$ cat src/rtl/uart_pkg.sv
// rtl/uart_pkg.sv - shared types and helpers for the UART word transmit controller
package UART_pkg;

  typedef enum logic [2:0] {
    S_IDLE = 3'd0,
    S_LOAD = 3'd1,
    S_SEND = 3'd2,
    S_WAIT = 3'd3,
    S_GAP  = 3'd4,
    S_DONE = 3'd5
  } word_tx_state_t;

  // Byte index width; a one-byte word still gets a 1-bit index.
  function automatic int idx_width(input int nbytes);
    return (nbytes <= 1) ? 1 : $clog2(nbytes);
  endfunction

endpackage

$ cat src/rtl/uart_gap_counter.sv
// rtl/uart_gap_counter.sv - counts the idle cycles inserted between bytes of one word
module uart_gap_counter #(
  parameter int GAP_CYCLES = 0
) (
  input  logic clk,
  input  logic rst,
  input  logic clear,
  input  logic en,
  output logic expire
);

  localparam int CNT_W = (GAP_CYCLES > 1) ? $clog2(GAP_CYCLES + 1) : 1;
  localparam int LAST  = (GAP_CYCLES > 0) ? GAP_CYCLES - 1 : 0;

  logic [CNT_W-1:0] cnt;

  always_ff @(posedge clk or posedge rst) begin
    if (rst) begin
      cnt <= '0;
    end else if (clear) begin
      cnt <= '0;
    end else if (en) begin
      cnt <= cnt + 1'b1;
    end
  end

  // Expire on the last gap cycle so the FSM leaves after exactly GAP_CYCLES cycles.
  assign expire = en && (cnt == CNT_W'(LAST));

endmodule

$ cat src/rtl/uart_word_tx_ctrl.sv
// rtl/uart_word_tx_ctrl.sv - splits a word into characters and sequences them to a byte transmitter
module uart_word_tx_ctrl
  import UART_pkg::*;
#(
  parameter int  DATA_W     = 32,
  parameter int  BYTE_W     = 8,
  parameter int  MSB_FIRST  = 0,
  parameter int  GAP_CYCLES = 0,
  localparam int NBYTES     = DATA_W / BYTE_W,
  localparam int IDX_W      = idx_width(NBYTES)
) (
  input  logic              clk,
  input  logic              rst,
  input  logic              start,
  input  logic [DATA_W-1:0] word_in,
  input  logic              abort,
  input  logic              byte_ready,
  input  logic              byte_done,
  output logic [BYTE_W-1:0] tx_data,
  output logic              tx_send,
  output logic              busy,
  output logic              done,
  output logic [IDX_W-1:0]  byte_idx,
  output word_tx_state_t    state_out
);

  if (BYTE_W < 1 || DATA_W < BYTE_W || (DATA_W % BYTE_W) != 0) begin : g_bad_params
    $error("uart_word_tx_ctrl: DATA_W must be a positive multiple of BYTE_W");
  end

  word_tx_state_t     state, state_nxt;
  logic [DATA_W-1:0]  shadow;
  logic [IDX_W-1:0]   idx_q;
  logic [IDX_W-1:0]   sel;
  logic               last_byte;
  logic               gap_expire;

  assign last_byte = (idx_q == IDX_W'(NBYTES - 1));

  always_ff @(posedge clk or posedge rst) begin
    if (rst) begin
      state <= S_IDLE;
    end else begin
      state <= state_nxt;
    end
  end

  // Index only moves when WAIT finishes a byte, keeping tx_data stable through SEND/WAIT.
  always_ff @(posedge clk or posedge rst) begin
    if (rst) begin
      shadow <= '0;
      idx_q  <= '0;
    end else if (state == S_IDLE) begin
      if (start) begin
        shadow <= word_in;
        idx_q  <= '0;
      end
    end else if (state == S_WAIT && byte_done && !abort && !last_byte) begin
      idx_q <= idx_q + 1'b1;
    end
  end

  always_comb begin
    state_nxt = state;
    if (abort && state != S_IDLE) begin
      state_nxt = S_IDLE;
    end else begin
      case (state)
        S_IDLE: if (start) state_nxt = S_LOAD;
        S_LOAD: if (byte_ready) state_nxt = S_SEND;
        S_SEND: state_nxt = S_WAIT;
        S_WAIT: begin
          if (byte_done) begin
            if (last_byte)           state_nxt = S_DONE;
            else if (GAP_CYCLES > 0) state_nxt = S_GAP;
            else                     state_nxt = S_LOAD;
          end
        end
        S_GAP:  if (gap_expire) state_nxt = S_LOAD;
        S_DONE: state_nxt = S_IDLE;
        default: state_nxt = S_IDLE;
      endcase
    end
  end

  always_comb begin
    tx_send   = (state == S_SEND);
    done      = (state == S_DONE);
    busy      = (state != S_IDLE);
    byte_idx  = idx_q;
    state_out = state;
  end

  always_comb begin
    sel = (MSB_FIRST != 0) ? (IDX_W'(NBYTES - 1) - idx_q) : idx_q;
  end

  always_comb begin
    tx_data = '0;
    for (int b = 0; b < NBYTES; b++) begin
      if (sel == IDX_W'(b)) tx_data = shadow[b*BYTE_W +: BYTE_W];
    end
  end

  uart_gap_counter #(
    .GAP_CYCLES(GAP_CYCLES)
  ) u_gap (
    .clk   (clk),
    .rst   (rst),
    .clear (state != S_GAP),
    .en    (state == S_GAP),
    .expire(gap_expire)
  );

endmodule

$ cat config.mk
export PLATFORM = sky130hd
export DESIGN_NAME = uart_word_tx_ctrl
export DESIGN_NICKNAME = d
export VERILOG_FILES = /design/src/rtl/uart_pkg.sv /design/src/rtl/uart_gap_counter.sv /design/src/rtl/uart_word_tx_ctrl.sv
export SDC_FILE = /design/constraint.sdc
export NUM_CORES = 1
export LEC_CHECK = 0
export BUFFER_PORTS_ARGS = -buffer_cell sky130_fd_sc_hd__buf_2
export CAP_MARGIN = 25
export CORE_ASPECT_RATIO = 0.5
export CORE_MARGIN = 2
export CORE_UTILIZATION = 38
export DETAILED_ROUTE_END_ITERATION = 12
export PLACE_DENSITY = 0.7
export SLEW_MARGIN = 30
export SYNTH_ARGS = -nofsm -noshare
export SYNTH_HDL_FRONTEND = slang
export SYNTH_SLANG_ARGS = --single-unit
$ cat constraint.sdc
create_clock -name clk -period 2.2 [get_ports clk]
set_input_delay 0.11 -clock clk [delete_from_list [all_inputs] [get_ports clk]]
set_output_delay 0.11 -clock clk [all_outputs]
set_load 0.01 [all_outputs]
==> reports/results.ini <==
[sta]
finalSetupTns_ns = 0
worstMarginPinSlew_ns = 0.485
post-route-min-period_ns = 2.01
post-route-period-util_pct = 91.4
relSlewSlack_pct = 67.6
max_freq_mhz = 497
hold_viol = 0
fin_worst_skew_ns = 0.00176
hold_ws_ns = 0.00891
final_max_slew_viol_count = 0
setup_viol = 0
rsz0062_at_grt = false

[cts]
cts_root_buf = clkbuf_8
cts_buffers = 5
postCtsSetupBuffers = 0
clkSlewWorstSetupHoldPaths_ns = 0.07
clk_latency_ns = 0.29
cts_tree = built
cts_num_sinks = 38
cts-htree-levels = 2
cts_max_path_buffers = 2

[routing]
post_drt_wl_per_cell_um = 12.7
first_pass_iters = 4
routed_wl_um = 4190
num_vias = 1572
ant_nets = 0
drc_errors = 0
drt_first_iter_violations = 87
viasPerCell = 4.76

[setup_path]
cp-end-kind = output port
crit_type = flip-flop to output port
path_max_fanout = 9
start_kind = flip-flop
required_ns = 2.09
path_cells = inv_1 > ha_1 > nor2b_4 > a221oi_1 > o31ai_1 > buf_2
critPathBufInv = 2
slowest_delay_ns = 0.41
critical_path.slowest_cell = dfrtp_1
cp_top_family = compound AO/OA/AOI/OAI gates
worstPathArrival_ns = 1.90

[place]
dp_cells = 322
io_buffers = 53
dp_hpwl_um = 2970
gp_congestion = 0.799

[logic_synthesis]
yosys_warnings = 0
ys_seq_area_share_pct = 51.6
synth_seq_cells = 38
synth_cells = 212
netlist_area_sq_um = 1840
syn_area_per_cell_sq_um = 8.69
syn_nets = 254
ys_types = 26

[grt]
antenna_found_initial = 0
first_global_vias = 1434
grt_overflow = 0
grt_usage_pct = 16.9
grt_pass1_wl_um = 6780
grt_max_degree = 39

[cells_and_area]
layout_commonest_cell = nand2_1
final_cell_mix = nand2_1, buf_2, dfrtp_1, nor2b_1
utilization_pct = 50.0
drive_gt1_share_pct = 26.5
finalNonFillerCells = 330
nFillCells = 446
layout.nets = 307
antenna_cells = 0
syn_to_final_growth_pct = 22.9

[hold_path]
hp-class = input port to flip-flop

[floorplanning]
die-area_sq_um = 5460
die_y_um = 53.2
pin_count = 54
placeableCoreArea_sq_um = 4530
rows = 17
initial_core_util_pct = 40.7
die_w_um = 102

[pwr]
powerDensity_nw_per_um2 = 915
ir_worst_vdd_uv = 280
p_total_uw = 2070
leakage_uw = 0.00122

[job]
maxCapViolations = 0

[run_status]
outcome = finished clean

[cell type report]
| cell class | instances | area (sq um) | share of cell area [%] |
|---|---|---|---|
| sequential | 38 | 951 | 42.0 |
| multi-input combinational | 157 | 815 | 36.0 |
| timing repair buffer | 60 | 323 | 14.3 |
| clock buffer | 6 | 82.6 | 3.65 |
| tap | 66 | 82.6 | 3.65 |
| inverter | 3 | 11.3 | 0.497 |
[through the flow]
| step | cell area, sq um | worst slack (ns) |
|---|---|---|
| after floorplan | 1840 | 0.399 |
| after global placement | 2150 | 0.297 |
| after detailed placement | 2150 | 0.240 |
| after CTS | 2260 | 0.0947 |
| after global routing | 2260 | 0.0172 |
| final | 2260 | 0.189 |
[cell usage after synthesis]
library cell  instances  share of area (%)
nand2_1             105                 21
dfrtp_1              38                 52
nor2b_1              11                3.7
a221oi_1              8                3.8
o31ai_1               8                3.3
buf_2                 6                1.6
clkbuf_1              5                1.0
nor2_1                5                1.0
ha_1                  4                2.7
buf_6                 3                1.8
inv_1                 3               0.61
nor3_1                2               0.54
a22oi_1               1               0.41
a32o_1                1               0.54
and2_1                1               0.34
mux2_4                1               0.81
mux2i_1               1               0.54
nand2_2               1               0.34
nand2b_1              1               0.34
nor4b_2               1               0.81
o21ai_0               1               0.27
o311ai_0              1               0.48
or3_1                 1               0.34
or3b_2                1               0.48
or4_4                 1               0.61
or4b_1                1               0.54
[per-layer routing]
| metal | GRT usage (%) | up-vias | wire length [um] |
|---|---|---|---|
| met2 | 23.3 | 38 | 1790 |
| met1 | 24.9 | 737 | 2080 |
| met4 | 6.67 | 0 | 62 |
| li1 | - | 789 | - |
| met5 | 0 | - | 0 |
| met3 | 4.49 | 8 | 255 |
[timing repair]
action                     CTS  global route
pin swaps                    0             0
setup endpoints to repair    8             8
hold buffers                 2             0
hold endpoints to repair    39             0
gates resized for setup      1             1
[worst paths after layout]
path,start,end,slack (ns),depth (start not counted)
worst max-delay path,byte_idx[1],tx_data[3],0.19,6
worst min-delay path,word_in[0],shadow[0],0.009,3
worst max register to register,byte_idx[0],byte_idx[1],0.49,3
worst min register to register,u_gap.cnt,u_gap.cnt,0.46,1
max in group asynchronous,rst,byte_idx[0],1.40,4
min in group asynchronous,rst,shadow[0],0.47,4
[where the power goes]
| group | internal [uW] | switching (uW) |
|---|---|---|
| combinational | 256 | 315 |
| clock | 241 | 225 |
| sequential | 899 | 136 |
| total | 1400 | 676 |
[kinds of logic after synthesis]
family,share of synthesized area (%)
multiplexers,1.36
adder cells (fa/ha/maj),2.72
flip-flops,51.6
buffers and inverters,5.09
AND/OR/NAND/NOR,30.5
AO/OA/AOI/OAI,8.76
[state kept, by name, summed over array words and instances, names as in the netlist]
signal,cells
byte_idx,2
shadow,32
state_out,3
u_gap.cnt,1
[worst reg2reg max path, cell delays in order (launching register included)]
cell	delay (ns)
dfrtp_1	0.44
ha_1	0.27
or4_4	0.58
mux2_4	0.31
Power figures use the tool's default switching activity.
